[config.mk]
export PLATFORM = sky130hd
export DESIGN_NAME = mc_control
export DESIGN_NICKNAME = d
export VERILOG_FILES = /design/src/rtl/mc_pkg.sv /design/src/rtl/mc_outdec.sv /design/src/rtl/mc_control.sv
export SDC_FILE = /design/constraint.sdc
export NUM_CORES = 1
export LEC_CHECK = 0
export BUFFER_PORTS_ARGS = -buffer_cell sky130_fd_sc_hd__buf_2
export CAP_MARGIN = 20
export CELL_PAD_IN_SITES_DETAIL_PLACEMENT = 1
export CELL_PAD_IN_SITES_GLOBAL_PLACEMENT = 1
export CORE_MARGIN = 2
export CORE_UTILIZATION = 40
export DETAILED_ROUTE_END_ITERATION = 8
export PLACE_DENSITY = 0.82
export SYNTH_ARGS = -nofsm -noshare
export SYNTH_HDL_FRONTEND = slang
export SYNTH_SLANG_ARGS = --single-unit
[constraint.sdc]
create_clock -name clk -period 2.44 [get_ports clk]
set_input_delay 0.122 -clock clk [delete_from_list [all_inputs] [get_ports clk]]
set_output_delay 0.122 -clock clk [all_outputs]
set_load 0.01 [all_outputs]
[src/rtl/mc_pkg.sv]
// Shared definitions for the multicycle control unit: state encodings,
// opcodes, ALU operation codes and the datapath control bundle.
package mc_pkg;

   typedef enum logic [3:0] {
      S_FETCH  = 4'd0,
      S_DECODE = 4'd1,
      S_MEMADR = 4'd2,
      S_MEMRD  = 4'd3,
      S_MEMWB  = 4'd4,
      S_MEMWR  = 4'd5,
      S_EXEC   = 4'd6,
      S_ALUWB  = 4'd7,
      S_ADDIEX = 4'd8,
      S_ADDIWB = 4'd9,
      S_BRANCH = 4'd10,
      S_JUMP   = 4'd11
   } state_t;

   localparam logic [5:0] OP_RTYPE = 6'b000000;
   localparam logic [5:0] OP_J     = 6'b000010;
   localparam logic [5:0] OP_BEQ   = 6'b000100;
   localparam logic [5:0] OP_BNE   = 6'b000101;
   localparam logic [5:0] OP_ADDI  = 6'b001000;
   localparam logic [5:0] OP_LW    = 6'b100011;
   localparam logic [5:0] OP_SW    = 6'b101011;

   localparam logic [1:0] ALU_ADD   = 2'b00;
   localparam logic [1:0] ALU_SUB   = 2'b01;
   localparam logic [1:0] ALU_FUNCT = 2'b10;

   typedef struct packed {
      logic       reg_dst;
      logic       alu_src;
      logic       mem_to_reg;
      logic       reg_write;
      logic       mem_read;
      logic       mem_write;
      logic       branch;
      logic       branch_bne;
      logic       jump;
      logic [1:0] alu_op;
      logic       pc_write;
      logic       ir_write;
   } ctrl_t;

   localparam int CTRL_W = $bits(ctrl_t);

   // State reached from DECODE; FETCH marks an opcode this unit does not implement.
   function automatic state_t decode_next(input logic [5:0] op);
      case (op)
         OP_LW, OP_SW:   return S_MEMADR;
         OP_RTYPE:       return S_EXEC;
         OP_ADDI:        return S_ADDIEX;
         OP_BEQ, OP_BNE: return S_BRANCH;
         OP_J:           return S_JUMP;
         default:        return S_FETCH;
      endcase
   endfunction

endpackage

[src/rtl/mc_outdec.sv]
// Moore output decode: maps the registered state and the opcode latched in
// DECODE onto the datapath control bundle.
module mc_outdec
   import mc_pkg::*;
(
   input  logic [3:0]        state,
   input  logic [5:0]        op,
   output logic [CTRL_W-1:0] ctrl
);

   ctrl_t c;

   always_comb begin
      // NOTE: every signal assigned in always_comb gets a default first, so no path infers a latch.
      c = '0;
      case (state_t'(state))
         S_FETCH: begin
            c.ir_write = 1'b1;
            c.pc_write = 1'b1;
            c.alu_op   = ALU_ADD;
         end
         S_MEMADR, S_ADDIEX: begin
            c.alu_src = 1'b1;
            c.alu_op  = ALU_ADD;
         end
         S_MEMRD:  c.mem_read  = 1'b1;
         S_MEMWR:  c.mem_write = 1'b1;
         S_MEMWB: begin
            c.mem_to_reg = 1'b1;
            c.reg_write  = 1'b1;
         end
         S_EXEC:   c.alu_op = ALU_FUNCT;
         S_ALUWB: begin
            c.reg_dst   = 1'b1;
            c.reg_write = 1'b1;
         end
         S_ADDIWB: c.reg_write = 1'b1;
         S_BRANCH: begin
            c.alu_op     = ALU_SUB;
            c.branch     = (op == OP_BEQ);
            c.branch_bne = (op == OP_BNE);
         end
         S_JUMP:   c.jump = 1'b1;
         default:  c = '0;
      endcase
   end

   assign ctrl = c;

endmodule

[src/rtl/mc_control.sv]
// Multicycle MIPS-subset control FSM with a bounded memory-wait counter;
// output decoding lives in mc_outdec.
module mc_control
   import mc_pkg::*;
#(
   parameter int TIMEOUT = 15
) (
   input  logic       clk,
   input  logic       reset,
   input  logic [5:0] OpCode,
   input  logic       mem_ready,
   output logic       RegDst,
   output logic       AluSrc,
   output logic       MemtoReg,
   output logic       RegWrite,
   output logic       MemRead,
   output logic       MemWrite,
   output logic       Branch,
   output logic       Branch_bne,
   output logic       Jump,
   output logic [1:0] ALUOp,
   output logic       PCWrite,
   output logic       IRWrite,
   output logic       illegal_op,
   output logic       mem_err,
   output logic [3:0] state
);

   localparam logic [7:0] TIMEOUT_CNT = 8'(TIMEOUT);

   state_t      st;
   logic [5:0]  op_q;
   logic [7:0]  wait_cnt;
   logic [7:0]  wait_nxt;
   logic        illegal_q;
   logic        mem_err_q;
   logic [CTRL_W-1:0] ctrl_raw;
   ctrl_t       c;

   assign wait_nxt = wait_cnt + 8'd1;

   always_ff @(posedge clk or negedge reset) begin
      if (!reset) begin
         st        <= S_FETCH;
         op_q      <= '0;
         wait_cnt  <= '0;
         illegal_q <= 1'b0;
         mem_err_q <= 1'b0;
      end else begin
         // NOTE: state registers use non-blocking assignments so every flop samples pre-edge values.
         illegal_q <= 1'b0;
         mem_err_q <= 1'b0;
         case (st)
            S_FETCH:  st <= S_DECODE;
            S_DECODE: begin
               op_q      <= OpCode;
               st        <= decode_next(OpCode);
               illegal_q <= (decode_next(OpCode) == S_FETCH);
            end
            S_MEMADR: begin
               wait_cnt <= '0;
               st       <= (op_q == OP_LW) ? S_MEMRD : S_MEMWR;
            end
            S_MEMRD, S_MEMWR: begin
               if (mem_ready) begin
                  st <= (st == S_MEMRD) ? S_MEMWB : S_FETCH;
               end else begin
                  wait_cnt <= wait_nxt;
                  // Give up on a stalled access: no write-back, flag the error.
                  if (wait_nxt == TIMEOUT_CNT) begin
                     st        <= S_FETCH;
                     mem_err_q <= 1'b1;
                  end
               end
            end
            S_EXEC:   st <= S_ALUWB;
            S_ADDIEX: st <= S_ADDIWB;
            default:  st <= S_FETCH;
         endcase
      end
   end

   mc_outdec u_outdec (
      .state (st),
      .op    (op_q),
      .ctrl  (ctrl_raw)
   );

   // FETCH decodes to active enables, so reset must also mask the decoded bundle.
   assign c = ctrl_t'(ctrl_raw & {CTRL_W{reset}});

   assign RegDst     = c.reg_dst;
   assign AluSrc     = c.alu_src;
   assign MemtoReg   = c.mem_to_reg;
   assign RegWrite   = c.reg_write;
   assign MemRead    = c.mem_read;
   assign MemWrite   = c.mem_write;
   assign Branch     = c.branch;
   assign Branch_bne = c.branch_bne;
   assign Jump       = c.jump;
   assign ALUOp      = c.alu_op;
   assign PCWrite    = c.pc_write;
   assign IRWrite    = c.ir_write;
   assign illegal_op = illegal_q;
   assign mem_err    = mem_err_q;
   assign state      = st;

endmodule

==> results of run 1 <==
worst max-delay path, delay by kind of cell, from the launching register on:
| kind | cells | cell delay, ns |
|---|---|---|
| buf+inv | 2 | 0.35 |
| flops | 1 | 0.40 |
| simple gates | 3 | 0.73 |
area by class of cell:
class / count / area [sq um]
sequential: 20 / 500.5
timing repair buffer: 33 / 182.7
fill: 385 / 1509
clock inverter: 1 / 30.03
clock buffer: 3 / 22.52
inverter: 6 / 22.52
tap: 44 / 55.05
multi-input combinational: 114 / 730.7
power groups by stage:
stage	Combinational (mW)	Sequential (mW)	Clock (mW)
2_1_floorplan	0.357	0.530	0
3_3_place_gp	0.509	0.531	0
3_5_place_dp	0.529	0.540	0
4_1_cts	0.535	0.533	0.281
5_1_grt	0.593	0.554	0.298
6_report	0.531	0.534	0.277
flip-flops by register name, indices dropped and copies added (netlist names):
name	cells
state	4
mem_err	1
illegal_op	1
wait_cnt	8
op_q	6
layer usage:
layer	up-vias	global-route usage, %
li1	598	-
met1	618	26.56
met2	16	35.64
met3	2	2.772
met4	0	3.727
met5	-	0
kinds of logic (layout without fill, tap and decap cells):
kind of cell    Yosys count  in the layout  share of synthesized area [%]
flops                    20             20                          38.91
xor+xnor                  2              2                          1.362
buf+inv                  13             43                          4.280
fa+ha+maj                 2              2                          1.945
mux                       8              8                          6.907
simple gates             70             70                          30.55
compound gates           32             32                          16.05
final timing paths:
check	start	endpoint	slack, ns	cells past startpoint
setup / recovery	state[0]	Branch	0.53	5
hold / removal	OpCode[0]	op_q[0]	0.11	3
setup reg to reg	state[2]	wait_cnt[7]	0.58	4
hold reg to reg	op_q[5]	op_q[5]	0.55	1
max in group asynchronous	reset	illegal_op	1.85	3
min in group asynchronous	reset	wait_cnt[5]	0.36	3
Yosys cell counts (2+ instances only):
cell and count:
dfrtp_1 20, o21ai_0 14, nand2_1 12, nor2_1 11, nor3_1 8, mux2_2 7, nand3_1 7, inv_1 6
nand2b_1 5, nor4b_1 5, a21oi_1 4, nand3b_1 4, clkbuf_1 3, nor2b_1 3, or4_1 3, a211o_1 2
and3_1 2, buf_2 2, ha_1 2, o211ai_1 2, o31ai_1 2, or3_1 2, xnor2_1 2
cell usage in the layout, fill, tap and decap left out, types with 6 or more instances in the layout:
cell and count:
o21ai_0 14, nor3_1 8, buf_2 27, nand3_1 7, mux2_2 7, inv_1 6, nand2_1 12, nor2_1 11
dfrtp_1 20
per-stage QoR:
step                power, mW  util, %  hold WS [ns]
floorplan              0.8871        -       -0.1736
global placement        1.041    48.52        0.1571
detailed placement      1.069    48.52        0.1619
CTS                     1.349    50.57        0.1073
global route            1.445    50.57        0.1230
finish                  1.341    50.57        0.1100
==> results.sh, run 1 <==
export IMPL_fin_crit_ns=1.913
export IMPL_synthTopCellsByArea="dfrtp_1 (39%), mux2_2 (6.1%), o21ai_0 (5.4%)"
export IMPL_timing_final_ws_setup_ns=0.5271
export IMPL_grt_overflow=0
export IMPL_clk_latency_ns=0.31
export IMPL_root_buffer="clkbuf_4"
export IMPL_hold_viol_final=0
export IMPL_start_util_pct=42.13
export IMPL_crit_path_end_kind="output port"
export IMPL_ys_warnings_count=0
export IMPL_run_status="complete, no violations"
export IMPL_core_area_sq_um=3053
export IMPL_ios=28
export IMPL_wl_met3_um=78
export IMPL_grt_max_degree=25
export IMPL_final_cells=221
export IMPL_wl_met1_um=1534
export IMPL_cts_buffers=3
export IMPL_cts_max_level=1
export IMPL_synthFlopType="dfrtp_1"
export IMPL_wirelength_um=3392
export IMPL_fmax_ghz=0.5228
export IMPL_async_flop_share_pct=100.0
export IMPL_diodes=0
export IMPL_pwr_share_clk_pct=20.6
export IMPL_yosysSeqAreaShare_pct=38.91
export IMPL_leakage_nw=0.6760
export IMPL_min_period_over_period_pct=78.40
export IMPL_yosysUniqueCellTypes=42
export IMPL_rsz0062_at_grt="no"
export IMPL_powerDensity_nw_per_um2=868.7
export IMPL_gp_congestion=0.8164
export IMPL_grt_pass1_wl_um=5651
export IMPL_cpMaxStageDelayCell="dfrtp_1"
export IMPL_setup_viol=0
export IMPL_maxCapViolations=0
export IMPL_grt_pass1_vias=1227
export IMPL_drt_pass1_iterations=4
export IMPL_worst_clock_skew_ns=0.005441
export IMPL_synth_edff_count=0
export IMPL_seqPwrFrac_pct=39.8
export IMPL_viasPerCell=5.584
export IMPL_place_area_sq_um=1481
export IMPL_cts_hold_buf=1
export IMPL_cts_sinks=20
export IMPL_fp_dieH_um=60.71
export IMPL_area_growth_pct=20.04
export IMPL_vias=1234
export IMPL_stdcell_area_sq_um=1544
export IMPL_netlist_area_leader_share_pct=38.91
export IMPL_path_cells="buf_4, nand2b_1, or2_2, nor3_1, buf_2"
export IMPL_clkTransAtPathRegs_ns=0.12
export IMPL_row_count=20
export IMPL_syn_avg_cell_area_sq_um=8.750
export IMPL_antenna_found_initial=0
export IMPL_cp_data_required_time_ns=2.32
export IMPL_min_path_type="in2reg"
export IMPL_cts_tree="yes"
export IMPL_dp_slack_ns=0.6119
export IMPL_drv_slew=0
export IMPL_start_kind="flip-flop"
export IMPL_cts_buffer_depth=2
export IMPL_cts_resized_gates=0
export IMPL_max_slew_margin_rel_pct=59.21
export IMPL_synth_top_cell_by_area="dfrtp_1"
export IMPL_worstPathMaxFanout=15
export IMPL_detail_route_antenna_nets=0
export IMPL_syn_num_nets=158
export IMPL_io_buffers=27
export IMPL_fin_tns_setup_ns=0
export IMPL_wl_met2_um=1757
export IMPL_slowest_delay_ns=0.40
export IMPL_criticalPathCategory="reg2out"
export IMPL_route_detailed_drc=0
export IMPL_power_net_switching_uw=494.3
export IMPL_netlist_area_sq_um=1286
export IMPL_fin_nets=189
export IMPL_drtIter0Drc=51
export IMPL_worst_slew_pin_transition_ns=0.6054
export IMPL_grtUsageTotal_pct=20.18
export IMPL_drive_gt1_share_pct=25.99
export IMPL_ys_seq_elements=20
export IMPL_routedWlPerCell_um=15.35
export IMPL_place_hpwl_um=2578
export IMPL_comb_power_share_pct=39.6
export IMPL_p_int_uw=847.0
export IMPL_die_area_sq_um=3685
export IMPL_fp_dieW_um=60.71
export IMPL_netlist_instances=147
export IMPL_irDropWorstVdd_mv=0.4123
export IMPL_dp_cells=216
export IMPL_post_cts_setup_buffer_count=0
export IMPL_crit_arrival_ns=1.79
export IMPL_swShare_pct=36.85
export IMPL_dr_max_layer_used="met4"
No activity file was read; power rests on OpenSTA's default activity.
==> inputs of run 2 (changes only) <==
ABC_AREA = 1   (was unset)
CORE_UTILIZATION = 38   (was 40)
clock period = 1.8 ns   (was 2.44 ns; I/O delays follow)
==> results.sh, run 2 <==
export IMPL_run_status="complete, no violations"
export IMPL_grt_pass1_vias=1256
export IMPL_max_slew_margin_rel_pct=68.10
export IMPL_root_buffer="clkbuf_4"
export IMPL_vias=1239
export IMPL_largest_reg_flops=8
export IMPL_clkTransAtPathRegs_ns=0.12
export IMPL_final_cells=253
export IMPL_cp_data_required_time_ns=1.71
export IMPL_clk_latency_ns=0.31
export IMPL_fmax_ghz=0.5851
export IMPL_final_cell_mix="nand2_1 (34), buf_2 (27), nor2_1 (26), inv_1 (25), dfrtp_1 (17)"
export IMPL_fin_nets=222
export IMPL_worst_slew_pin_transition_ns=0.4774
export IMPL_syn_avg_cell_area_sq_um=7.171
export IMPL_row_count=20
export IMPL_cts_tree="yes"
export IMPL_fin_util_pct=48.87
export IMPL_fill_cells=444
export IMPL_synth_commonest_cells="nand2_1 (35), inv_1 (27), nor2_1 (27)"
export IMPL_cts_buffer_depth=2
export IMPL_fp_dieH_um=61.47
export IMPL_stdcell_area_sq_um=1516
export IMPL_yosysMostFrequentCell="nand2_1"
export IMPL_viasPerCell=4.897
export IMPL_drv_slew=0
export IMPL_synthTopCellsByArea="dfrtp_1 (40%), nand2_1 (10%), inv_1 (8.1%)"
export IMPL_cts_max_level=1
export IMPL_syn_num_nets=186
export IMPL_netlist_area_sq_um=1255
export IMPL_min_period_over_period_pct=94.94
export IMPL_maxCapViolations=0
export IMPL_crit_arrival_ns=1.62
export IMPL_dp_cells=246
export IMPL_route_detailed_drc=0
export IMPL_wirelength_um=3371
export IMPL_hold_viol_final=0
export IMPL_netlist_instances=175
export IMPL_async_flop_share_pct=100.0
export IMPL_drtIter0Drc=45
export IMPL_r2r_start="state[2]"
export IMPL_layout_commonest_cell="nand2_1"
export IMPL_setup_viol=0
export IMPL_io_buffers=27
export IMPL_netlist_area_leader_share_pct=39.88
export IMPL_multi_input_area_sq_um=631.9
export IMPL_die_area_sq_um=3778
export IMPL_fp_dieW_um=61.47
export IMPL_cts_buffers=3
export IMPL_grt_pass1_wl_um=5382
export IMPL_cp_startpoint="state[3]"
export IMPL_powerDensity_nw_per_um2=1154
export IMPL_leakage_nw=0.7675
export IMPL_fin_crit_ns=1.709
export IMPL_drt_pass1_iterations=4
export IMPL_area_growth_pct=20.84
export IMPL_grt_max_degree=21
export IMPL_gp_congestion=0.8350
export IMPL_ys_warnings_count=0
export IMPL_min_path_type="in2reg"
export IMPL_grt_overflow=0
export IMPL_place_hpwl_um=2712
export IMPL_worstPathMaxFanout=5
export IMPL_yosysUniqueCellTypes=28
export IMPL_detail_route_antenna_nets=0
export IMPL_core_area_sq_um=3103
export IMPL_worst_clock_skew_ns=0.008163
export IMPL_synth_edff_count=0
export IMPL_criticalPathCategory="reg2out"
export IMPL_diodes=0
export IMPL_routedWlPerCell_um=13.32
export IMPL_antenna_found_initial=0
export IMPL_start_util_pct=40.44
export IMPL_ys_seq_elements=20
export IMPL_ios=28
export IMPL_irDropWorstVdd_mv=0.4105
export IMPL_synth_top_cell_by_area="dfrtp_1"
export IMPL_start_kind="flip-flop"
export IMPL_yosysSeqAreaShare_pct=39.88
export IMPL_seq_area_sq_um=504.2
export IMPL_place_area_sq_um=1448
export IMPL_crit_path_end_kind="output port"
export IMPL_hp_start="OpCode[4]"
export IMPL_top_register="wait_cnt"
export IMPL_synthFlopType="dfrtp_1"
export IMPL_cts_sinks=20
export IMPL_grtUsageTotal_pct=19.38
export IMPL_drive_gt1_share_pct=26.32
-- run 2: cell count changes after synthesis, sizes merged, moves of 6 or more --
cell   before  now
nor2       11   32
inv         6   29
nand3       7   13
mux2        7    1
nand2      12   36
-- run 2: metal layers --
metal	share of wire [%]	wire length [um]	global-route usage (%)
met1	48	1615	24.87
met2	48	1610	33.28
met3	3.6	123	3.361
met4	0.62	21	6.079
met5	0	0	0
-- run 2: repair_timing --
| action | 4_1_cts | 5_1_grt |
|---|---|---|
| setup buffers | 0 | 3 |
| hold endpoints to repair | 20 | 0 |
| gates resized for setup | 0 | 8 |
| hold buffers | 1 | 0 |
| endpoints found under the setup margin | 0 | 2 |
-- run 2: logic make-up after synthesis --
kind of cell	Yosys count	share of synthesized area, %
and+or+nand+nor	93	34.00
muxes	1	0.8972
adders and majority gates	2	1.994
DFF	20	39.88
buffers and inverters	33	10.57
AOI/OAI and AO/OA	26	12.66
-- run 2: through the flow --
| step | setup WS, ns | setup TNS (ns) | hold WS (ns) | total power [mW] |
|---|---|---|---|---|
| 2_1_floorplan | 0.3954 | 0 | -0.2056 | 1.296 |
| 3_3_place_gp | 0.2738 | 0 | 0.1048 | 1.463 |
| 3_5_place_dp | 0.2431 | 0 | 0.1207 | 1.515 |
| 4_1_cts | 0.01869 | 0 | 0.05304 | 1.742 |
| 5_1_grt | -0.008684 | -0.008684 | 0.05334 | 1.920 |
| 6_report | 0.09102 | 0 | 0.05420 | 1.750 |
-- run 2: path summary, 6_finish.rpt --
check / to / slack (ns) / cells past startpoint
hold / removal: op_q[4] / 0.05 / 2
setup / recovery: Branch_bne / 0.09 / 7
hold reg to reg: op_q[3] / 0.50 / 2
setup reg to reg: wait_cnt[2] / 0.26 / 8
min in group asynchronous: illegal_op / 0.30 / 3
max in group asynchronous: state[2] / 1.26 / 3
-- run 2: where the power goes --
part | internal, mW | total [mW] | switching [mW] | leakage, nW
Combinational | 0.271 | 0.748 | 0.476 | 0.503
Sequential | 0.627 | 0.780 | 0.154 | 0.251
Clock | 0.0783 | 0.221 | 0.143 | 0.0138
-- run 2: worst max-delay path: stages (launching register included) --
cell,delay (ns)
dfrtp_2,0.43
inv_1,0.09
nor2_4,0.12
inv_2,0.06
nor3_2,0.19
nand4_1,0.14
nor2_1,0.14
buf_2,0.14
-- run 2: final cells by class --
class | count | area share (%)
multi-input cells | 122 | 41.67
clock buffers | 3 | 1.485
flip-flops and latches | 20 | 33.25
repair buffers | 33 | 12.05
well taps | 44 | 3.630
inverters | 31 | 7.921
